===== config.mk =====
export PLATFORM = sky130hd
export DESIGN_NAME = slave_rx_flat
export DESIGN_NICKNAME = d
export VERILOG_FILES = /design/src/rtl/hs_pkg.sv /design/src/rtl/slave_rx_if.sv /design/src/rtl/sync_fifo.sv /design/src/rtl/slave_rx.sv /design/src/flat_wrapper.sv
export SDC_FILE = /design/constraint.sdc
export NUM_CORES = 1
export LEC_CHECK = 0
export ABC_AREA = 1
export CORE_MARGIN = 2
export CORE_UTILIZATION = 45
export DETAILED_ROUTE_END_ITERATION = 8
export DONT_BUFFER_PORTS = 1
export MAX_ROUTING_LAYER = met4
export PLACE_DENSITY = 0.64
export SLEW_MARGIN = 20
export SYNTH_ARGS = -nofsm -noshare
export SYNTH_HDL_FRONTEND = slang
export SYNTH_SLANG_ARGS = --single-unit

===== constraint.sdc =====
create_clock -name sys_clk -period 2.3 [get_ports sys_clk]
set_input_delay 0.23 -clock sys_clk [delete_from_list [all_inputs] [get_ports sys_clk]]
set_output_delay 0.23 -clock sys_clk [all_outputs]
set_load 0.02 [all_outputs]

===== src/rtl/hs_pkg.sv =====
// Shared definitions for the valid/data handshake link.
// Holds the default beat width, FIFO depth and counter width, the beat type
// and the data value presented while no beat is available.
package hs_pkg;

   localparam int HS_DATA_W = 3;
   localparam int HS_DEPTH  = 4;
   localparam int HS_CNT_W  = 8;

   typedef logic [HS_DATA_W-1:0] beat_t;

   // Value driven on the consumer data lines whenever the FIFO is empty.
   localparam beat_t BEAT_RST = '0;

endpackage


===== src/rtl/slave_rx_if.sv =====
// Handshake bundle around slave_rx.
// Signals:
//   valid_up/data_up  upstream beat offered to the receiver
//   ready_up          receiver accept back to upstream
//   valid_out/data_out FIFO head offered to the local consumer
//   ready_in          consumer accept
// Handshake rule, on both pairs: a beat transfers at a rising clock edge
// where valid and ready are both 1. Once valid is raised it must stay
// raised, with data unchanged, until that transfer happens.
// Modports:
//   slave   the receiver (slave_rx)
//   master  the environment around it: upstream sender plus local consumer
interface slave_rx_if
   import hs_pkg::*;
#(
   parameter int DATA_W = HS_DATA_W
);

   logic              valid_up;
   logic [DATA_W-1:0] data_up;
   logic              ready_up;
   logic              valid_out;
   logic [DATA_W-1:0] data_out;
   logic              ready_in;

   modport slave (
      input  valid_up, data_up, ready_in,
      output ready_up, valid_out, data_out
   );

   modport master (
      output valid_up, data_up, ready_in,
      input  ready_up, valid_out, data_out
   );

endinterface


===== src/rtl/sync_fifo.sv =====
// First-word-fall-through FIFO: storage, read/write pointers, occupancy.
// Ports:
//   sys_clk, rst_n   clock, asynchronous active-low reset
//   i_push, i_wdata  write one beat (caller guarantees not full)
//   i_pop            drop the head beat (caller guarantees not empty)
//   o_rdata          current head entry (raw, not gated by occupancy)
//   o_occ            number of stored beats, 0..DEPTH
module sync_fifo
   import hs_pkg::*;
#(
   parameter int DATA_W = HS_DATA_W,
   parameter int DEPTH  = HS_DEPTH,
   localparam int AW    = $clog2(DEPTH),
   localparam int OW    = AW + 1
)(
   input  logic              sys_clk,
   input  logic              rst_n,
   input  logic              i_push,
   input  logic              i_pop,
   input  logic [DATA_W-1:0] i_wdata,
   output logic [DATA_W-1:0] o_rdata,
   output logic [OW-1:0]     o_occ
);

   logic [DATA_W-1:0] r_mem [DEPTH];
   logic [AW-1:0]     r_rd_ptr;
   logic [AW-1:0]     r_wr_ptr;
   logic [OW-1:0]     r_occ;

   // DEPTH is a power of two, so pointers wrap by plain overflow.
   always_ff @(posedge sys_clk or negedge rst_n) begin
      if (!rst_n) begin
         for (int i = 0; i < DEPTH; i++) r_mem[i] <= '0;
         r_rd_ptr <= '0;
         r_wr_ptr <= '0;
         r_occ    <= '0;
      end else begin
         if (i_push) begin
            r_mem[r_wr_ptr] <= i_wdata;
            r_wr_ptr        <= r_wr_ptr + AW'(1);
         end
         if (i_pop) r_rd_ptr <= r_rd_ptr + AW'(1);
         case ({i_push, i_pop})
            2'b10:   r_occ <= r_occ + OW'(1);
            2'b01:   r_occ <= r_occ - OW'(1);
            default: r_occ <= r_occ;
         endcase
      end
   end

   assign o_rdata = r_mem[r_rd_ptr];
   assign o_occ   = r_occ;

endmodule


===== src/rtl/slave_rx.sv =====
// Receive stage of the handshake link. Accepts upstream beats into a small
// FWFT FIFO, offers the FIFO head to the local consumer, counts accepted
// beats and flags upstream stability violations.
// Ports:
//   sys_clk, rst_n  clock, asynchronous active-low reset
//   bus             slave_rx_if.slave (upstream and consumer handshakes)
//   beat_cnt        accepted-beat count, wraps at 2^CNT_W
//   proto_err       sticky: upstream dropped valid or changed data while stalled
module slave_rx
   import hs_pkg::*;
#(
   parameter int DATA_W = HS_DATA_W,
   parameter int DEPTH  = HS_DEPTH,
   parameter int CNT_W  = HS_CNT_W,
   localparam int OW    = $clog2(DEPTH) + 1
)(
   input  logic             sys_clk,
   input  logic             rst_n,
   slave_rx_if.slave        bus,
   output logic [CNT_W-1:0] beat_cnt,
   output logic             proto_err
);

   logic              r_ready_up;
   logic [CNT_W-1:0]  r_beat_cnt;
   logic              r_proto_err;
   logic              r_last_valid;
   logic              r_last_ready;
   logic [DATA_W-1:0] r_last_data;

   logic              w_push;
   logic              w_pop;
   logic              w_valid_out;
   logic              w_viol;
   logic [DATA_W-1:0] w_head;
   logic [OW-1:0]     w_occ;
   logic [OW-1:0]     w_occ_next;

   assign w_valid_out = (w_occ != '0);
   assign w_push      = bus.valid_up & r_ready_up;
   assign w_pop       = w_valid_out & bus.ready_in;

   sync_fifo #(
      .DATA_W (DATA_W),
      .DEPTH  (DEPTH)
   ) u_fifo (
      .sys_clk (sys_clk),
      .rst_n   (rst_n),
      .i_push  (w_push),
      .i_pop   (w_pop),
      .i_wdata (bus.data_up),
      .o_rdata (w_head),
      .o_occ   (w_occ)
   );

   // Occupancy after this edge; ready_up is registered from it so that a
   // pop on the filling edge reopens the link one cycle later.
   always_comb begin
      w_occ_next = w_occ;
      case ({w_push, w_pop})
         2'b10:   w_occ_next = w_occ + OW'(1);
         2'b01:   w_occ_next = w_occ - OW'(1);
         default: w_occ_next = w_occ;
      endcase
   end

   // A beat offered but not taken last cycle must still be offered, unchanged.
   assign w_viol = r_last_valid & ~r_last_ready &
                   (~bus.valid_up | (bus.data_up != r_last_data));

   always_ff @(posedge sys_clk or negedge rst_n) begin
      if (!rst_n) begin
         r_ready_up   <= 1'b0;
         r_beat_cnt   <= '0;
         r_proto_err  <= 1'b0;
         r_last_valid <= 1'b0;
         r_last_ready <= 1'b0;
         r_last_data  <= '0;
      end else begin
         r_ready_up   <= (w_occ_next < OW'(DEPTH));
         if (w_push) r_beat_cnt <= r_beat_cnt + CNT_W'(1);
         if (w_viol) r_proto_err <= 1'b1;
         r_last_valid <= bus.valid_up;
         r_last_ready <= r_ready_up;
         r_last_data  <= bus.data_up;
      end
   end

   assign bus.ready_up  = r_ready_up;
   assign bus.valid_out = w_valid_out;
   assign bus.data_out  = w_valid_out ? w_head : DATA_W'(BEAT_RST);
   assign beat_cnt      = r_beat_cnt;
   assign proto_err     = r_proto_err;

endmodule


===== src/flat_wrapper.sv =====
// flat-port wrapper written by rule: the top's interface ports become plain ports
module slave_rx_flat import hs_pkg::*;
#(
   parameter int DATA_W = HS_DATA_W,
   parameter int DEPTH  = HS_DEPTH,
   parameter int CNT_W  = HS_CNT_W,
   localparam int OW    = $clog2(DEPTH) + 1
)
  (sys_clk, rst_n, beat_cnt, proto_err, bus_valid_up, bus_data_up, bus_ready_in, bus_ready_up, bus_valid_out, bus_data_out);
  slave_rx_if #(.DATA_W(DATA_W)) bus_i ();
  input  logic sys_clk;
  input  logic rst_n;
  output logic [CNT_W-1:0] beat_cnt;
  output logic proto_err;
  input wire logic [$bits(bus_i.valid_up)-1:0] bus_valid_up;
  input wire logic [$bits(bus_i.data_up)-1:0] bus_data_up;
  input wire logic [$bits(bus_i.ready_in)-1:0] bus_ready_in;
  output wire logic [$bits(bus_i.ready_up)-1:0] bus_ready_up;
  output wire logic [$bits(bus_i.valid_out)-1:0] bus_valid_out;
  output wire logic [$bits(bus_i.data_out)-1:0] bus_data_out;
  assign bus_i.valid_up = bus_valid_up;
  assign bus_i.data_up = bus_data_up;
  assign bus_i.ready_in = bus_ready_in;
  assign bus_ready_up = bus_i.ready_up;
  assign bus_valid_out = bus_i.valid_out;
  assign bus_data_out = bus_i.data_out;
  slave_rx #(.DATA_W(DATA_W), .DEPTH(DEPTH), .CNT_W(CNT_W)) u_core (.sys_clk(sys_clk), .rst_n(rst_n), .bus(bus_i), .beat_cnt(beat_cnt), .proto_err(proto_err));
endmodule

* Word level (Yosys, flattened, before mapping)
Cells that the tools add are included.
** Word-level totals
- Register bits :: 34
- Bits of input ports :: 7
- Output and inout bits :: 14
- Logic and storage cells :: 44
** Operators by class
- Add/sub/neg operators :: 5
- Magnitude comparators :: 4
- Equality and inequality tests :: 3
- Multiplexer cells :: 8
- Bitwise gates (word level) :: 9
- Reductions and logical operators :: 2
** Operators by type and width (count)
- 12-bit bitwise mux :: 1
- 3-bit 2-to-1 mux :: 4
- 8-bit by 1-bit adder with 8-bit output (second input constant) :: 1
- 3-bit binary-select mux with 2-bit select :: 1
- 3-bit demux with 2-bit select :: 1
- 3-bit greater-or-equal comparator (second input constant) :: 2
- 2-bit NOT with 3-bit output :: 2
- 3-bit case mux with 2 select lines :: 1
- 2-bit by 1-bit adder with 2-bit output (second input constant) :: 2
- 1-bit AND :: 4
- 3-bit by 1-bit adder with 3-bit output (second input constant) :: 1
- 3-bit by 1-bit < comparator with 1-bit output (second input constant) :: 1
- 3-bit < comparator (second input constant) :: 1
- 3-bit != test :: 1
- 3-bit nonzero test :: 1
- 3-bit by 1-bit subtractor with 3-bit output (second input constant) :: 1
- 2-bit by 1-bit equality test with 1-bit output (second input constant) :: 1
- 2-bit equality test (second input constant) :: 1
- 1-bit NOT :: 2
- 1-bit logical AND :: 1
- 1-bit OR :: 1

* Depth between registers and ports, before layout
- Word-level depth :: 6
- Depth in mapped cells :: 11
- Depth with buffers taken out :: 11

* Hierarchy
A second synthesis with hierarchy kept.
** Second synthesis, totals
- Cells, all modules :: 207
- Area total of the unflattened synthesis :: 1724.2 sq um
** By module, submodules not included
- sync_fifo :: instances 1, cells an instance 104, area each 929.6 sq um, sequential area each 475.5 sq um
- slave_rx :: instances 1, cells an instance 103, area each 794.5 sq um, sequential area each 375.4 sq um

* Worst setup path after synthesis
No wires, ideal clock.
- Kind :: reg2reg
- Start :: register u_core.u_fifo.r_occ[0] (netlist: u_core.u_fifo.o_occ[0])
- End :: register u_core.r_ready_up (netlist: u_core.bus.ready_up)
- Setup time :: 121 ps
- Data arrival time :: 1852 ps
- Data required time :: 2179 ps
- Setup slack :: 327 ps
- Cell stages (with the launch flop) :: 12
- Buffers on the path :: 0
- Clock period less this slack :: 1973 ps
- Cell sequence :: dfrtp_1 nor2_1 nand2_1 nand2_1 inv_1 ha_1 fa_1 nor2_1 nor2_1 nand2_1 xor2_1 inv_1
** On the way
- Word-level cells in the longest chain between the ends :: 5
- Elaborated cells on any way between the ends :: 8
- Classes of those cells :: add/sub: 2; order compare: 1; eq/ne: 2; mux: 1; bitwise: 1; reduce/logical: 1
** RTL lines
- start, declared :: RTL line sync_fifo.sv:28 : logic [OW-1:0] r_occ;
- start signal, assigned :: RTL line sync_fifo.sv:44 : 2'b10: r_occ <= r_occ + OW'(1);
- start signal, assigned :: RTL line sync_fifo.sv:45 : 2'b01: r_occ <= r_occ - OW'(1);
- start signal, assigned :: RTL line sync_fifo.sv:46 : default: r_occ <= r_occ;
- 3-bit nonzero test * :: RTL line slave_rx.sv:39 : assign w_valid_out = (w_occ != '0);
- via bus_valid_out :: RTL line flat_wrapper.sv:19 : output wire logic [$bits(bus_i.valid_out)-1:0] bus_valid_out;
- 1-bit AND * :: RTL line slave_rx.sv:41 : assign w_pop = w_valid_out & bus.ready_in;
- via u_core.u_fifo.i_pop :: RTL line sync_fifo.sv:19 : input logic i_pop,
- 2-bit by 1-bit equality test with 1-bit output or 2-bit equality test (tied branches) :: RTL line slave_rx.sv:60 : case ({w_push, w_pop})
- 3-bit case mux with 2 select lines * :: RTL line slave_rx.sv:60
- 3-bit < comparator * :: RTL line slave_rx.sv:80 : r_ready_up <= (w_occ_next < OW'(DEPTH));
- end signal, assigned :: RTL line slave_rx.sv:80
- end, declared :: RTL line slave_rx.sv:24 : logic r_ready_up;
Mark *: on every way through the listed nets, which the timed path passes. The rest lies on a longest branch.
A chain may end at the register's enable or synchronous reset.

* Worst setup path in the final report
- Start :: register u_core.u_fifo.r_occ[0] (netlist: u_core.u_fifo.o_occ[0])
- End :: register u_core.r_ready_up (netlist: u_core.bus.ready_up)
** On the way
- Word-level cells in the longest chain between the ends :: 5
- Elaborated cells on any way between the ends :: 8
- Classes of those cells :: add/sub: 2; order compare: 1; eq/ne: 2; mux: 1; bitwise: 1; reduce/logical: 1
** RTL lines (RTL line)
- 3-bit nonzero test * :: slave_rx.sv:39
- 1-bit AND * :: slave_rx.sv:41
- via u_core.u_fifo.i_pop :: sync_fifo.sv:19
- 2-bit by 1-bit equality test with 1-bit output or 2-bit equality test (tied branches) :: slave_rx.sv:60
- 3-bit case mux with 2 select lines * :: slave_rx.sv:60
- 3-bit < comparator * :: slave_rx.sv:80
Marks and branches as above.

==> summary by stage <==
Setup path
STA puts the critical path data required time at between 2 and 3 ns. For the worst setup path, the data arrival time is between 2 and 2.5 ns. The slowest library cell on the worst path is dfrtp_1.

STA classifies the critical path endpoint as a flip-flop. The kind of critical path is reg -> reg. The signal on the critical path passes through nor2_1 -> nand2_1 -> nand2_1 -> inv_1 -> ha_1 -> fa_1 -> nor2_1 -> nor2_1 -> nand2_1 -> xor2_1 -> inv_1. The worst setup path is launched from a flip-flop. Along the worst path, the maximum fanout reaches 3. The largest single stage delay on the critical path is 0.44 ns.

Pwr
Dividing total power by cell area gives a power density of approximately 1300 nW/um^2. The analysis attributes to cell leakage a power of ~0.90 nW. The worst vdd rail ir drop is ~0.54 mV.

Floorplanning
The core region is 3340 um^2. After floorplanning, the core was divided into 21 placement rows. The initial cell density of the core is a little under half. The number of I/O pins is 21. The die outline width is about 63 um. The die extent in y is ~63 um. The area enclosed by the die boundary is 3980 um^2.

GRT
The maximum number of pins on one net before global-route repair is 35. The via count of the first global-routing pass is about 1100. The first global-routing pass estimated approximately 5.2 mm of wire. For this run, the total global-route usage over all layers was measured as between 10% and 20%.

The initial antenna violation count is 0. The remaining global-route overflow is 0.

Timing
Between clock sinks in the finished design, the worst skew comes to 0.00523 ns. Final hold analysis gives a worst-case slack of 0.0939 ns. The worst-case headroom to the max-slew limit is approximately 68%. For the finished layout, the period the worst path requires is 1.97 ns. The fmax is about 510 MHz. The final count of hold timing violations is 0. Setup repair after global routing left no endpoint under its margin. The number of pins exceeding their max-slew limit in the final report came to 0. The final critical path takes up 85.7% of the cycle.

Setup violations remaining at the end of the flow were counted as 0. The worst path meets setup with around 0.33 ns of slack. Setup total negative slack on the finished layout was measured at 0 ns. For the pin with the worst max-slew slack, the measured transition is ~0.48 ns.

Routing
The number of search-and-repair iterations in the first detailed-routing pass is 4. The number of violations reported at the end of detailed-routing iteration 0 is 61. After detailed routing, the average wire length per cell comes to roughly 13 um.

The via-per-instance ratio is 4.81. The detail route stage leaves a number of antenna-violating nets equal to 0. The total wirelength of the detailed-routed design is ~3 mm. The DRC violation count after routing is 0. The total vias in the final route is around 1100.

Placement
Routability-driven placement finished with a final weighted congestion of ~0.8. The worst slack at placement is 0.364 ns. The number of I/O port buffers is 0. Summed over all nets, the half-perimeter wirelength after detailed placement is roughly 2.1 mm.

Clock tree
CTS placed an instance of clkbuf_4 at the clock tree root. The number of buffers on the longest clock path is 2. The clock tree from TritonCTS is yes. The clock-pin slew of the registers on the worst-case setup and hold paths is around 0.10 ns. The number of buffers added by the clock tree synthesis step is 5.

The maximum level of the CTS H-tree is 2. Post-CTS timing repair inserted 0 buffers for setup. The insertion delay of the later-clocked pin in the worst-skew pair is 0.33 ns. The post-cts gate resize count is 0. The tree built by TritonCTS fans out to 34 sinks.

Synth
The number of library cell types mapped by synthesis is 21. Synthesis inferred 34 register bits. The post-synthesis share of cell area spent on xor and xnor gates is under 10%. The multiplexer share of the synthesized area is less than 1%. The area share of fa/ha/maj cells after synthesis is ~6.1%.

The dominant combinational cell family by area after synthesis is simple AND/OR/NAND/NOR gates. The number of standard cells after synthesis is 176. The synthesized area per cell is about 8.9 um^2. The synthesized netlist devotes under 10% of its cell area to compound gates. The post-synthesis net count is between 150 and 200. Yosys printed 0 warnings. The share of the Yosys chip area taken by registers is around 54%.

The area fraction in and, or, nand and nor cells after synthesis is approximately 20%. The synthesized area is roughly 1600 um^2.

Flow run
Across the run, the number of max-cap violations was 0.

Layout
The share of layout cells above drive strength 1 is about a tenth. The fill cell instance count of the final layout is 329. The area growth from synthesis to final layout is 12.4%. The end-of-flow core utilization is 52.8%. The area taken by flip-flops and latches is about 850 um^2.

The combined area of the multi-input logic cells is slightly above 600 um^2. The number of antenna diodes in the final layout is 0. In the final design database the tool counted around 200 nets.

Run status
The run finished with clean final reports.

Worst hold path
The class of the tightest hold or removal check is in -> reg.
-- synth_stat cells, drive strengths merged --
library cell	count	area [um^2]
a21oi	3	15.0
a21boi	1	7.51
a31oi	1	6.26
xnor2	2	17.5
buf	1	5.00
o21ai	20	100
nand2	46	185
nor2	24	103
dfrtp	34	851
ha	6	75.1
xor2	5	43.8
mux2	1	11.3
nand3	3	15.0
fa	1	20.0
inv	24	90.1
nand4	3	18.8
clkinv	1	5.00
-- layout make-up --
cell class	instances	area share [%]
Sequential cell	34	48.3
Multi-Input combinational cell	116	35.1
Tap cell	46	3.26
Inverter	25	5.39
Clock inverter	2	0.710
Clock buffer	6	2.91
Timing Repair Buffer	7	4.40
-- critical path: cells and delay by family, from the launching register on --
kind / cells / cell delay [ns]
xor gates and xnor gates: 1 / 0.17
buffers and inverters: 2 / 0.13
adders and majority gates: 2 / 0.61
DFF: 1 / 0.44
and+or+nand+nor: 6 / 0.52
-- per-stage QoR --
step	cells	power (mW)	cell area [um^2]
3_3_place_gp	222	1.82	1630
5_1_grt	236	2.43	1760
6_report	236	2.22	1760
4_1_cts	236	2.25	1760
2_1_floorplan	176	1.68	1570
3_5_place_dp	222	1.87	1630
-- routing by layer --
layer / part of all wire, % / vias up / wire (um) / track usage, %
met3: 7.0 / 5 / 208 / 6.61
met4: 1.6 / 0 / 47 / 6.67
met1: 43 / 532 / 1280 / 21.3
met5: 0 / - / 0 / -
met2: 48 / 29 / 1420 / 27.7
li1: - / 569 / - / -
-- where the power goes --
| part | internal, mW | total, mW | leakage [nW] | switching (mW) |
|---|---|---|---|---|
| clock network | 0.147 | 0.344 | 0.0343 | 0.198 |
| registers | 0.826 | 1.11 | 0.410 | 0.284 |
| logic | 0.288 | 0.763 | 0.455 | 0.475 |
| total | 1.26 | 2.22 | 0.899 | 0.957 |
-- worst paths after layout --
kind	start	to	slack (ns)	cells past startpoint
setup / recovery	u_core.u_fifo.o_occ[0]	u_core.bus.ready_up	0.33	11
hold / removal	bus_ready_in	u_core.u_fifo.r_rd_ptr[0]	0.09	2
setup reg to reg	u_core.u_fifo.o_occ[0]	u_core.bus.ready_up	0.33	11
hold reg to reg	u_core.u_fifo.r_mem[1]	u_core.u_fifo.r_mem[1]	0.49	2
max in group asynchronous	rst_n	u_core.u_fifo.r_mem[11]	1.79	2
min in group asynchronous	rst_n	u_core.bus.ready_up	0.34	2
-- state kept, by name, indices dropped and copies added (netlist names), named ones only --
name	flops
u_core.beat_cnt	8
u_core.r_last_ready	1
u_core.u_fifo.r_wr_ptr	2
u_core.r_last_valid	1
u_core.bus.ready_up	1
u_core.u_fifo.r_mem	12
u_core.proto_err	1
u_core.u_fifo.r_rd_ptr	2
u_core.r_last_data	3
u_core.u_fifo.o_occ	2
-- logic make-up after synthesis --
group	Yosys count
AO/OA/AOI/OAI	25
adder cells (fa/ha/maj)	7
AND/OR/NAND/NOR	76
flip-flops	34
XOR/XNOR	7
multiplexers	1
buffers and inverters	26
-- cells in the final DEF (no fill, tap or decap), types with 3 or more instances in the layout --
cell type	instances
a21oi_1	3
nand4_1	3
clkbuf_4	5
nand3_1	3
xor2_1	5
dfrtp_1	34
inv_1	24
ha_1	6
nor2_1	21
nand2_1	43
dlygate4sd3_1	5
o21ai_0	20
-- timing repair --
item | 4_1_cts | 5_1_grt
endpoints found under the hold margin | 38 | 0
setup endpoints to repair | 0 | 0
hold buffers | 6 | 0
Power figures use the tool's default switching activity.
